## src/rtl/ex_unit_if.sv

```systemverilog
// ex_unit_if: operand/result handshake bundle for the execute unit.
// master drives operations, slave is the execute unit.
interface ex_unit_if #(
  parameter int WIDTH = 32
);
  logic             flush;
  logic             in_valid;
  logic             in_ready;
  logic [3:0]       alu_op;
  logic             alu_src;
  logic             lui_src;
  logic [WIDTH-1:0] rs1_data;
  logic [WIDTH-1:0] rs2_data;
  logic [WIDTH-1:0] imm;
  logic             out_valid;
  logic             out_ready;
  logic [WIDTH-1:0] result;
  logic             zero;
  logic             busy;

  modport master (
    output flush, in_valid, alu_op, alu_src, lui_src,
    output rs1_data, rs2_data, imm, out_ready,
    input  in_ready, out_valid, result, zero, busy
  );

  modport slave (
    input  flush, in_valid, alu_op, alu_src, lui_src,
    input  rs1_data, rs2_data, imm, out_ready,
    output in_ready, out_valid, result, zero, busy
  );
endinterface

```

## src/rtl/ex_unit.sv

```systemverilog
// ex_unit: single-cycle ALU plus iterative shift-add multiplier
// behind a valid/ready handshake with a registered result.
module ex_unit #(
  parameter int WIDTH = 32
) (
  input  logic      clk,
  input  logic      rst,
  ex_unit_if.slave  bus
);
  localparam int SW = $clog2(WIDTH);
  localparam int CW = SW + 1;

  typedef enum logic [1:0] {
    IDLE = 2'd0,
    MUL  = 2'd1,
    DONE = 2'd2
  } state_t;

  state_t             state;
  logic               out_valid_q;
  logic               busy_q;
  logic               zero_q;
  logic [WIDTH-1:0]   result_q;
  logic [CW-1:0]      cnt;
  logic [WIDTH-1:0]   mcand;
  logic [2*WIDTH-1:0] prod;
  logic               op_hi;

  logic [WIDTH-1:0]   op_a;
  logic [WIDTH-1:0]   op_b;
  logic [SW-1:0]      shamt;
  logic [WIDTH-1:0]   alu_res;
  logic               lt_s;
  logic               lt_u;
  logic               is_mul;
  logic               accept;
  logic [WIDTH:0]     psum;
  logic [2*WIDTH-1:0] prod_next;
  logic [WIDTH-1:0]   mul_res;

  assign op_a   = bus.lui_src ? '0 : bus.rs1_data;
  assign op_b   = bus.alu_src ? bus.imm : bus.rs2_data;
  assign shamt  = op_b[SW-1:0];
  assign lt_s   = $signed(op_a) < $signed(op_b);
  assign lt_u   = op_a < op_b;
  assign is_mul = (bus.alu_op == 4'd10) || (bus.alu_op == 4'd11);

  assign bus.in_ready = !bus.flush &&
    (state == IDLE || (state == DONE && bus.out_ready));
  assign accept = bus.in_valid && bus.in_ready;

  assign bus.out_valid = out_valid_q;
  assign bus.busy      = busy_q;
  assign bus.zero      = zero_q;
  assign bus.result    = result_q;

  // One multiplier bit per step: add multiplicand into the upper
  // half when the current low bit is set, then shift right.
  assign psum = {1'b0, prod[2*WIDTH-1:WIDTH]} +
                (prod[0] ? {1'b0, mcand} : '0);
  assign prod_next = {psum, prod[WIDTH-1:1]};
  assign mul_res = op_hi ? prod_next[2*WIDTH-1:WIDTH]
                         : prod_next[WIDTH-1:0];

  // Single-cycle ALU result for the operation being accepted.
  always_comb begin
    alu_res = '0;
    case (bus.alu_op)
      4'd0:    alu_res = op_a + op_b;
      4'd1:    alu_res = op_a - op_b;
      4'd2:    alu_res = op_a & op_b;
      4'd3:    alu_res = op_a | op_b;
      4'd4:    alu_res = op_a ^ op_b;
      4'd5:    alu_res = op_a << shamt;
      4'd6:    alu_res = op_a >> shamt;
      4'd7:    alu_res = $unsigned($signed(op_a) >>> shamt);
      4'd8:    alu_res = {{(WIDTH-1){1'b0}}, lt_s};
      4'd9:    alu_res = {{(WIDTH-1){1'b0}}, lt_u};
      default: alu_res = '0;
    endcase
  end

  // Control FSM with registered result, flags and multiplier state.
  always_ff @(posedge clk or posedge rst) begin
    if (rst) begin
      state       <= IDLE;
      out_valid_q <= 1'b0;
      busy_q      <= 1'b0;
      zero_q      <= 1'b1;
      result_q    <= '0;
      cnt         <= '0;
      mcand       <= '0;
      prod        <= '0;
      op_hi       <= 1'b0;
    end else if (bus.flush) begin
      state       <= IDLE;
      out_valid_q <= 1'b0;
      busy_q      <= 1'b0;
      cnt         <= '0;
    end else begin
      case (state)
        IDLE, DONE: begin
          if (state == IDLE || bus.out_ready) begin
            if (accept && is_mul) begin
              state       <= MUL;
              out_valid_q <= 1'b0;
              busy_q      <= 1'b1;
              cnt         <= CW'(WIDTH);
              mcand       <= op_a;
              prod        <= {{WIDTH{1'b0}}, op_b};
              op_hi       <= bus.alu_op[0];
            end else if (accept) begin
              state       <= DONE;
              out_valid_q <= 1'b1;
              result_q    <= alu_res;
              zero_q      <= (alu_res == '0);
            end else begin
              state       <= IDLE;
              out_valid_q <= 1'b0;
            end
          end
        end
        MUL: begin
          prod <= prod_next;
          cnt  <= cnt - CW'(1);
          if (cnt == CW'(1)) begin
            state       <= DONE;
            busy_q      <= 1'b0;
            out_valid_q <= 1'b1;
            result_q    <= mul_res;
            zero_q      <= (mul_res == '0);
          end
        end
        default: begin
          state       <= IDLE;
          out_valid_q <= 1'b0;
          busy_q      <= 1'b0;
        end
      endcase
    end
  end
endmodule

```

## src/flat_wrapper.sv

```systemverilog
// flat-port wrapper written by rule: the top's interface ports become plain ports
module ex_unit_flat 
#(
  parameter int WIDTH = 32
)
  (clk, rst, bus_flush, bus_in_valid, bus_alu_op, bus_alu_src, bus_lui_src, bus_rs1_data, bus_rs2_data, bus_imm, bus_out_ready, bus_in_ready, bus_out_valid, bus_result, bus_zero, bus_busy);
  ex_unit_if #(.WIDTH(WIDTH)) bus_i ();
  input  logic clk;
  input  logic rst;
  input wire logic [$bits(bus_i.flush)-1:0] bus_flush;
  input wire logic [$bits(bus_i.in_valid)-1:0] bus_in_valid;
  input wire logic [$bits(bus_i.alu_op)-1:0] bus_alu_op;
  input wire logic [$bits(bus_i.alu_src)-1:0] bus_alu_src;
  input wire logic [$bits(bus_i.lui_src)-1:0] bus_lui_src;
  input wire logic [$bits(bus_i.rs1_data)-1:0] bus_rs1_data;
  input wire logic [$bits(bus_i.rs2_data)-1:0] bus_rs2_data;
  input wire logic [$bits(bus_i.imm)-1:0] bus_imm;
  input wire logic [$bits(bus_i.out_ready)-1:0] bus_out_ready;
  output wire logic [$bits(bus_i.in_ready)-1:0] bus_in_ready;
  output wire logic [$bits(bus_i.out_valid)-1:0] bus_out_valid;
  output wire logic [$bits(bus_i.result)-1:0] bus_result;
  output wire logic [$bits(bus_i.zero)-1:0] bus_zero;
  output wire logic [$bits(bus_i.busy)-1:0] bus_busy;
  assign bus_i.flush = bus_flush;
  assign bus_i.in_valid = bus_in_valid;
  assign bus_i.alu_op = bus_alu_op;
  assign bus_i.alu_src = bus_alu_src;
  assign bus_i.lui_src = bus_lui_src;
  assign bus_i.rs1_data = bus_rs1_data;
  assign bus_i.rs2_data = bus_rs2_data;
  assign bus_i.imm = bus_imm;
  assign bus_i.out_ready = bus_out_ready;
  assign bus_in_ready = bus_i.in_ready;
  assign bus_out_valid = bus_i.out_valid;
  assign bus_result = bus_i.result;
  assign bus_zero = bus_i.zero;
  assign bus_busy = bus_i.busy;
  ex_unit #(.WIDTH(WIDTH)) u_core (.clk(clk), .rst(rst), .bus(bus_i));
endmodule
```

## config.mk

```make
export PLATFORM = sky130hd
export DESIGN_NAME = ex_unit_flat
export DESIGN_NICKNAME = d
export VERILOG_FILES = /design/src/rtl/ex_unit_if.sv /design/src/rtl/ex_unit.sv /design/src/flat_wrapper.sv
export SDC_FILE = /design/constraint.sdc
export NUM_CORES = 1
export LEC_CHECK = 0
export CAP_MARGIN = 0
export CORE_ASPECT_RATIO = 0.7
export CORE_MARGIN = 2
export CORE_UTILIZATION = 30
export CTS_CLUSTER_SIZE = 28
export DETAILED_ROUTE_END_ITERATION = 10
export PLACE_DENSITY = 0.58
export SYNTH_ARGS = -nofsm -noshare
export SYNTH_HDL_FRONTEND = slang
export SYNTH_SLANG_ARGS = --single-unit
```

## constraint.sdc

```tcl
create_clock -name clk -period 6.66 [get_ports clk]
set_input_delay 0.999 -clock clk [delete_from_list [all_inputs] [get_ports clk]]
set_output_delay 0.999 -clock clk [all_outputs]
set_load 0.05 [all_outputs]
```

======== Word level (Yosys, flattened, before mapping) ========
Index checks and enable logic that the tools add are counted.
storage, ports and cells
  bits in registers ....................... 140
  word-level logic and storage cells ...... 104
  input bits .............................. 107
  output and inout port bits .............. 36
operators by class
  shift-type cells ........................ 3
  add/sub/neg operators ................... 4
  bitwise gates (word level) .............. 4
  reductions and logical operators ........ 21
  muxes and demuxes ....................... 39
  order comparisons ....................... 2
  eq/ne operators ......................... 22
operators by type and width
  kind                                                 count
  case mux 32 bit (10 select lines)                    1
  two-way mux 32 bit                                   8
  two-way mux 64 bit                                   2
  case mux 64 bit (2 select lines)                     1
  logical NOT 32 bit                                   2
  less-than comparator 32 bit                          2
  case mux 32 bit (2 select lines)                     1
  adder 32 x 33 -> 33 bit                              1
  adder 32 bit                                         1
  AND 32 bit                                           1
  OR 32 bit                                            1
  left shift 32 x 5 -> 32 bit                          1
  right shift 32 x 5 -> 32 bit                         1
  >>> shifter 32 x 5 -> 32 bit                         1
  subtractor 32 bit                                    1
  bitwise XOR 32 bit                                   1
  two-way mux 6 bit                                    3
  equality test 4 x 3 -> 1 bit, second input constant  4
  equality test 4 bit, second input constant           4
  two-way mux 1 bit                                    13
  case mux 6 bit (2 select lines)                      1
  two-way mux 2 bit                                    5
  != test 3 x 2 -> 1 bit, second input constant        3
  equality test 4 x 2 -> 1 bit, second input constant  2
  22 further kinds                                     34

======== Depth between registers and ports, before layout ========
Gate-level depths: netlist (run 1).
  word-level depth ........................ 10
  depth in mapped cells ................... 21
  gate-level depth less buffers ........... 17

======== Worst setup path before layout (run 1) ========
OpenSTA, ideal clock, no wires.
  kind .................................... input -> register
  from .................................... input bus_alu_src
  to ...................................... register u_core.result_q[31] (netlist: u_core.bus.result[31])
  arrival time ............................ 5331 ps
  library setup time ...................... 121 ps
  required time ........................... 6539 ps
  stages on the path ...................... 19
  buffers on the path ..................... 5
  setup slack ............................. 1208 ps
  path through ............................ buf_6 -> mux2i_1 -> clkbuf_1 -> buf_1 -> buf_1 -> ha_1 -> buf_2 -> nor3b_1 -> nor3_1 -> a21oi_1 -> or4b_1 -> a311o_1 -> a211oi_2 -> o41ai_1 -> a2111oi_0 -> o41ai_1 -> o21ai_0 -> nand2_1 -> a22o_1
between the ends
  cells in the longest elaborated chain, start to end .. 7
  elaborated cells between the ends (all ways) .. 14
  those cells by class .................... 2 x add/sub; 3 x shift; 6 x mux; 3 x bitwise
RTL lines
  what                                             RTL line            RTL
  start, declared                                  flat_wrapper.sv:13  input wire logic [$bits(bus_i.alu_src)-1:0] bus_alu_src;
  two-way mux 32 bit *                             ex_unit.sv:42       assign op_b = bus.alu_src ? bus.imm : bus.rs2_data;
  subtractor 32 bit, or another cell as far along  ex_unit.sv:70       4'd1: alu_res = op_a - op_b;
  case mux 32 bit (10 select lines) *              ex_unit.sv:68       case (bus.alu_op)
  two-way mux 32 bit *                             ex_unit.sv:112      end else if (accept) begin
  two-way mux 32 bit *                             ex_unit.sv:104      if (accept && is_mul) begin
  two-way mux 32 bit *                             ex_unit.sv:103      if (state == IDLE || bus.out_ready) begin
  case mux 32 bit (2 select lines) *               ex_unit.sv:101      case (state)
  end signal, assigned                             ex_unit.sv:115      result_q <= alu_res;
  end signal, assigned                             ex_unit.sv:130      result_q <= mul_res;
  end, declared                                    ex_unit.sv:23       logic [WIDTH-1:0] result_q;
Mark *: on every way between the ends. The rest lies on a longest branch, timed or not. The select of a mux whose other input is x is not followed.
A chain may end at the register's enable or synchronous reset.

======== Worst setup path in the final report (run 1) ========
  from .................................... input bus_alu_src
  to ...................................... register u_core.zero_q (netlist: u_core.bus.zero)
between the ends
  cells in the longest elaborated chain, start to end .. 8
  elaborated cells between the ends (all ways) .. 17
  those cells by class .................... 2 x add/sub; 2 x order compare; 3 x shift; 6 x mux; 3 x bitwise; 1 x reduce/logical
RTL lines
  what                                             RTL line        RTL
  two-way mux 32 bit *                             ex_unit.sv:42
  subtractor 32 bit, or another cell as far along  ex_unit.sv:70
  case mux 32 bit (10 select lines) *              ex_unit.sv:68
  logical NOT 32 bit *                             ex_unit.sv:116  zero_q <= (alu_res == '0);
  two-way mux 1 bit *                              ex_unit.sv:112
  two-way mux 1 bit *                              ex_unit.sv:104
  two-way mux 1 bit *                              ex_unit.sv:103
  case mux 1 bit (2 select lines) *                ex_unit.sv:101
  end signal, assigned                             ex_unit.sv:116
  end signal, assigned                             ex_unit.sv:131  zero_q <= (mul_res == '0);
  end, declared                                    ex_unit.sv:22   logic zero_q;
Marks and branches as above.

==> out/results.txt, run 1 <==
Static leakage: 9.45 nW
Register area: 3480 sq um
Multi-input gate area: 13800 sq um
Tot Pwr: 4.12 mW
Post-DRT Antenna Nets: 0
Cell taking the most area after synthesis: dfrtp_1
Max FO, Critical Path: 60
CORE AREA: 60200 sq um
Total Nets Final: 2858
DPL Wire Length: 80200 um
Kind of start point of the critical path: input port
Yosys Warn Count: 0
Vias: 21200
Most frequent CP cell: buf_4
Delay-heaviest family, CP: compound AO/OA/AOI/OAI gates
Post-CTS sizing: 0
Layout area overhead: 17.9%
Max Clk Rate: 0.166 GHz
Clk Tree Root Cell: clkbuf_16
Slew @ Worst Pin: 1.12 ns
Post-layout util: 0.359
CTS tree: built
Synth Instances: 2505
Clock sink total: 139
DRC violations left: 0
Critical path class: input port to flop
First-pass GRT wire length: 144000 um
Die area: 63200 sq um
Post-CTS Setup Repair Bufs: 0
HP Class: flop to flop
Max Root-Sink Buffers: 2
Share of cells above drive strength 1: 0.0872
Max Cap Viol: 0
Main synth FF type: dfrtp_1
TritonRoute pass-1 iters: 6
GRT overflow: 0
Final Max Tran Viols: 0
Bufs and invs on worst path: 3
Setup TNS: 0 ns
Die W: 300 um
Final Hold Fails: 0
Slowest-stage cell, CP: a2111oi_0
Hold-critical path depth: 2
Run status: finished clean
1st-iter DRT viols: 2858
Design area: 21600 sq um
Core Rows: 75
Total wire length: 101000 um
Routability cong.: 1.05
Largest net degree at the start of global routing: 97
Pwr dens: 190 nW/um^2
Slew HR: 0.231
Filler cell count: 6475
Final setup violating endpoints: 0
Synth top area cells: dfrtp_1, ha_1, mux2i_1, nand2_1, o21ai_0
Critical Path Stages: 14
Critical-path cell list: buf_2 > mux2i_4 > buf_4 > mux2i_1 > a22o_1 > a221oi_1 > buf_4 > nand2_1 > a31oi_1 > a2111oi_0 > o221ai_1 > nor3_2 > nand4_1 > o211ai_2
Total track usage: 0.311
Initial Util: 0.305
Worst path required time: 7.03 ns
I/O pin total: 143
CP arrival: 6.41 ns
Clk_lat worst skew: 0.44 ns
EDFF count, synth: 0
Initial antenna violation count: 3
Cts bufs inserted: 17
Worst VDD drop: 182 uV
Hold buffers post-CTS: 0
Vias per cell: 6.17
Asr flop ratio synth: 1.00
IO Port Bufs: 142
Minimum clock period: 6.04 ns
Sequential cell area fraction in the yosys report: 0.190
DP Area: 21100 sq um
Synth Cell Area: 18400 sq um
Yosys top cell area share: 0.188
Yosys reg bits: 139
Die height: 211 um
Worst-path clk slew: 0.06 ns
Mapped Avg Cell Area: 7.33 sq um
Vias in the first global route: 20100
H-tree levels: 4
Tcrit/Tclk final: 0.907
Post-DR wirelength/cell: 29.3 um
R2R cell count: 15
Synth cell types: 95
Critical Path End Type: flop
CP peak stage delay: 0.99 ns
Clock skew: 0.0156 ns
RSZ-0062 raised after global routing: no
Syn_nets: 2749
[synthesized netlist by cell type, drive strengths merged (9+ instances only)]
cell type / count
nand2: 305
nor2: 241
o21ai: 218
a21oi: 203
mux2i: 148
dfrtp: 138
ha: 134
clkbuf: 123
inv: 105
nor3: 62
buf: 49
nor2b: 45
nand3: 44
and2: 42
a21o: 38
a22o: 37
o22ai: 34
nand4: 32
a211oi: 31
a31oi: 30
o211ai: 30
xnor2: 28
nand2b: 25
a22oi: 24
nor4: 23
o221ai: 23
mux2: 18
xor2: 18
o31ai: 17
o21bai: 13
a211o: 12
a221oi: 12
mux4: 12
o2111ai: 12
o21a: 12
or3: 12
a2111oi: 9
and3: 9
[flip-flops by register name, summed over array words and instances (netlist names)]
register              count
u_core.prod              64
u_core.bus.result        32
u_core.mcand             32
u_core.cnt                6
u_core.bus.busy           1
u_core.bus.out_valid      1
u_core.bus.zero           1
u_core.op_hi              1
u_core.state              1
[cells by family (layout without fill, tap and decap cells)]
family | count (synthesis) | count (layout) | share of synthesized area
AOI/OAI and AO/OA | 838 | 838 | 0.297
xor gates and xnor gates | 46 | 46 | 0.0219
adders and majority gates | 137 | 137 | 0.0946
buffers and inverters | 279 | 400 | 0.0614
DFF | 139 | 139 | 0.190
muxes | 178 | 178 | 0.109
other | 0 | 1 | 0
and+or+nand+nor | 888 | 888 | 0.227
[power breakdown]
part           leakage [nW]  internal, mW  switching [mW]
combinational          7.34         0.692            1.35
clock                 0.276         0.558           0.401
sequential             1.84         0.992           0.122
[placed cells by master (no fill, tap or decap), drive strengths merged, types with 62 or more instances in the layout]
cell type      count
ha               134
mux2i            148
nor2             241
o21ai            218
nand2            305
dfrtp            138
a21oi            203
inv              106
nor3              62
clkdlybuf4s50    139
buf              123
[worst min-delay path, stage by stage, from the launching register on]
cell     delay, ns
dfrtp_1       0.34
nand2_1       0.04
o21ai_0       0.06
[final timing paths]
path                                         startpoint                            to  slack [ns]
setup / recovery                            bus_alu_src   u_core.bus.zero$_DFFE_PP1P_        0.62
hold / removal             u_core.mcand[22]$_DFFE_PP0P_  u_core.mcand[22]$_DFFE_PP0P_        0.47
setup reg to reg             u_core.prod[0]$_DFFE_PP0P_   u_core.bus.zero$_DFFE_PP1P_        1.56
hold reg to reg            u_core.mcand[22]$_DFFE_PP0P_  u_core.mcand[22]$_DFFE_PP0P_        0.47
max in group asynchronous                           rst      u_core.op_hi$_DFFE_PP0P_        4.20
min in group asynchronous                           rst   u_core.prod[38]$_DFFE_PP0P_        1.07
[through the flow]
step	hold slack [ns]	worst slack [ns]	instances
floorplan	0.442	1.21	2505
global placement	0.464	0.392	3403
detailed placement	0.462	0.458	3403
CTS	0.476	0.888	3434
global route	0.500	0.679	3434
finish	0.473	0.622	3435
[routing by layer]
| layer | GRT usage | up-vias | share of wire |
|---|---|---|---|
| met4 | 0.0962 | 0 | 0.033 |
| met2 | 0.435 | 1210 | 0.40 |
| met5 | 0 | - | 0 |
| met1 | 0.448 | 10400 | 0.46 |
| li1 | - | 9447 | - |
| met3 | 0.0988 | 138 | 0.11 |
[final cells by class]
class,count,area share
sequential,139,0.161
inverter,107,0.0190
multi-input combinational,2087,0.639
tap,808,0.0467
clock inverter,11,0.00561
timing repair buffer,262,0.108
clock buffer,20,0.0206
antenna,1,0.000116
Note: power is estimated with default switching activity, not from simulation.
==> inputs of run 2 (changes only) <==
Settings changed: GPL_TIMING_DRIVEN set to 0.
==> run 2 against run 1 <==
  * The run now ends with setup timing left
  * Non-clock buffer count up 52
  * Worst hold slack improved by 0.0042 ns
  * Power up 0.88%
  * Sequential cell count is the same
  * Count of clock-buffer cells in the layout shrank 2
  * Critical endpoint is now u_core.bus.result[25]$_DFFE_PP0P_
  * Largest cell class unchanged
==> out/results.txt, run 2 (synthesized netlist as in run 1, its figures left out) <==
Run status: complete, but fails checks
Failing checks: setup timing
Pwr dens: 192 nW/um^2 (+1.1%)
Post-DR wirelength/cell: 30.5 um (+4.1%)
CP arrival: 7.04 ns (+0.63 ns)
Max FO, Critical Path: 12 (-80%)
Post-layout util: 0.358 (-0.000810)
1st-iter DRT viols: 4131 (+45%)
Sw Share: 0.480 (+0.0241)
Total wire length: 106000 um (+5.7%)
Final Max Tran Viols: 0 (unchanged)
Minimum clock period: 6.73 ns (+0.696 ns)
Worst path required time: 6.97 ns (-0.06 ns)
Final setup violating endpoints: 3 (+3)
R2R cell count: 16 (+1)
Layout area overhead: 17.6%
Sw Pwr: 1.99 mW (+6.2%)
DRC violations left: 0 (unchanged)
H-tree levels: 4 (unchanged)
First-pass GRT wire length: 149000 um (+3.8%)
Hold Crit Start: u_core.mcand[20]$_DFFE_PP0P_
Cts bufs inserted: 17 (unchanged)
Clock sink total: 139 (unchanged)
Slew HR: 0.0333 (-0.197)
R2R Path Start: u_core.prod[0]$_DFFE_PP0P_
Total track usage: 0.327 (+0.0162)
Initial antenna violation count: 4 (+1)
Commonest cells after routing, fill and taps aside: nand2_1, nor2_1, o21ai_0, a21oi_1, clkdlybuf4s50_1
CORE AREA: 60200 sq um (unchanged)
Largest register FFs: 64 (unchanged)
DP Area: 20800 sq um (-1.1%)
Most common cell after layout, fill and taps aside: nand2_1
TritonRoute pass-1 iters: 8 (+2)
Vias: 22400 (+5.9%)
Most frequent CP cell: a21oi_1
CP peak stage delay: 0.48 ns (-0.51 ns)
Die W: 300 um (unchanged)
Delay-heaviest family, CP: compound AO/OA/AOI/OAI gates
Share of cells above drive strength 1: 0.0646 (-0.0226)
Clk_lat worst skew: 0.45 ns (about the same)
RSZ-0062 raised after global routing: no
DPL Wire Length: 87300 um (+8.8%)
Post-DRT Antenna Nets: 0 (unchanged)
Endpoint of the worst register-to-register path: u_core.bus.zero$_DFFE_PP1P_
Slowest-stage cell, CP: a2111o_1
Max Cap Viol: 0 (unchanged)
Int Pwr: 2.16 mW (-3.6%)
Tot Pwr: 4.15 mW (+0.88%)
Critical Path End Type: flop
Post-route worst setup slack: -0.0739 ns (-0.696 ns)
Max Clk Rate: 0.149 GHz (-10%)
Initial Util: 0.305 (unchanged)
Critical-path cell list: clkdlybuf4s50_1 > mux2i_4 > clkbuf_4 > buf_2 > buf_2 > clkbuf_4 > ha_1 > nand2b_1 > a2111o_1 > a21oi_1 > o21ai_0 > a21oi_1 > nor2_1 > o2111a_1 > a21oi_1 > xnor2_1 > a211oi_1 > a21o_1 > o21ai_0
Bufs and invs on worst path: 5 (+2)
Routability cong.: 1.09 (+3.9%)
Vias in the first global route: 20400 (+1.4%)
Largest net degree at the start of global routing: 86 (-11%)
Die area: 63200 sq um (unchanged)
Filler cell count: 6486 (+0.17%)
FF-to-FF setup slack: 1.68 ns (+0.12 ns)
Max Root-Sink Buffers: 2 (unchanged)
Hold EP: u_core.mcand[20]$_DFFE_PP0P_
GRT overflow: 0 (unchanged)
Hold-critical path depth: 2 (unchanged)
Clock Power Share: 0.226 (-0.007)
Core Rows: 75 (unchanged)
Final Hold Fails: 0 (unchanged)
Biggest register: u_core.prod
Vias per cell: 6.42 (+4.2%)
Critical path class: input port to flop
Total Nets Final: 2910 (+1.8%)
Design area: 21600 sq um (-0.23%)
Placed Cells: 3455 (+1.5%)
Finished Layout Cells: 3490 (+1.6%)
Clock skew: 0.0124 ns (-0.00318 ns)
Worst VDD drop: 235 uV (+29%)
Tcrit/Tclk final: 1.01 (+0.104)
Slew @ Worst Pin: 1.43 ns (+0.305 ns)
Part of the power in combinational logic: 0.509 (+0.012)
Static leakage: 9.26 nW (-2.1%)
CTS tree: built
Worst-path clk slew: 0.07 ns (about the same)
Reg power frac: 0.265 (-0.005)
Kind of start point of the critical path: input port
IO Port Bufs: 139 (-2.1%)
Die height: 211 um (unchanged)
Clk Tree Root Cell: clkbuf_16
HP Class: flop to flop
I/O pin total: 143 (unchanged)
[run 2: changes by cell type in the layout (fill, tap and decap cells not counted), sizes merged, moves of 2 or more]
cell	change
clkbuf	+122
diode	+2
inv	+7
buf	-75
bufinv	-2
clkdlybuf4s15	+3
[run 2: power groups by stage]
stage                     Sequential (mW)  Combinational, mW  Clock [mW]
after detailed placement             1.11               1.99           0
after global routing                 1.12               2.21       0.981
after floorplan                      1.22               1.09           0
after global placement               1.11               2.00           0
final                                1.10               2.11       0.939
after CTS                            1.10               2.00       0.944
[run 2: per-layer routing]
metal	vias to the layer above	GRT usage	routed length, um
met3	217	0.130	16200
met4	6	0.0883	3280
met2	1768	0.419	38700
met1	10900	0.491	48000
met5	-	0.00768	91
li1	9552	-	-
[run 2: what timing repair did]
| action | CTS | global route |
|---|---|---|
| endpoints found under the hold margin | 0 | 0 |
| setup buffers | 0 | 4 |
| hold buffers | 0 | 0 |
| gates resized for setup | 25 | 24 |
| gates cloned | 0 | 0 |
| endpoints found under the setup margin | 19 | 11 |
[run 2: how the worst max path moves through the flow]
| stage | start | endpoint | slack [ns] | cells after the start |
|---|---|---|---|---|
| floorplan | bus_alu_src | u_core.bus.result[31]$_DFFE_PP0P_ | 1.21 | 19 |
| global placement | bus_imm[3] | u_core.bus.zero$_DFFE_PP1P_ | -2.20 | 19 |
| detailed placement | bus_imm[4] | u_core.bus.zero$_DFFE_PP1P_ | -1.76 | 19 |
| CTS | bus_rs2_data[2] | u_core.bus.zero$_DFFE_PP1P_ | 0.01 | 20 |
| global route | bus_imm[2] | u_core.bus.zero$_DFFE_PP1P_ | 0.01 | 21 |
| finish | bus_rs2_data[1] | u_core.bus.result[25]$_DFFE_PP0P_ | -0.07 | 19 |
[run 2: worst reg2reg max path, stage by stage, from the launching register on]
cell and delay, ns:
dfrtp_1 0.49, clkbuf_1 0.37, and2_1 0.26, ha_1 0.22, fa_1 0.45, a211oi_1 0.23, nor2_1 0.15, a31oi_1 0.44
nand4_1 0.36, nand2_1 0.21, o2111ai_1 0.18, a21o_1 0.24, a21o_1 0.20, mux2i_1 0.30, nand4_1 0.16, or4_1 0.58
o211ai_2 0.09
[run 2: stage by stage]
stage          worst slack [ns]  hold WS [ns]  setup TNS, ns
2_1_floorplan              1.21         0.442              0
3_3_place_gp              -2.20         0.460         -95.84
3_5_place_dp              -1.76         0.463         -21.30
4_1_cts                  0.0116         0.477              0
5_1_grt                  0.0104         0.507              0
6_report                -0.0739         0.478         -0.149
[run 2: final cells by class]
type / instances / area (sq um) / area share
inverters: 107 / 412 / 0.0191
well taps: 808 / 1010 / 0.0468
clock buffers: 18 / 439 / 0.0203
plain buffers: 168 / 753 / 0.0349
clock inverters: 14 / 128 / 0.00591
repair buffers: 146 / 1480 / 0.0686
multi-input cells: 2087 / 13900 / 0.643
diodes: 3 / 7.51 / 0.000348
flip-flops and latches: 139 / 3480 / 0.161
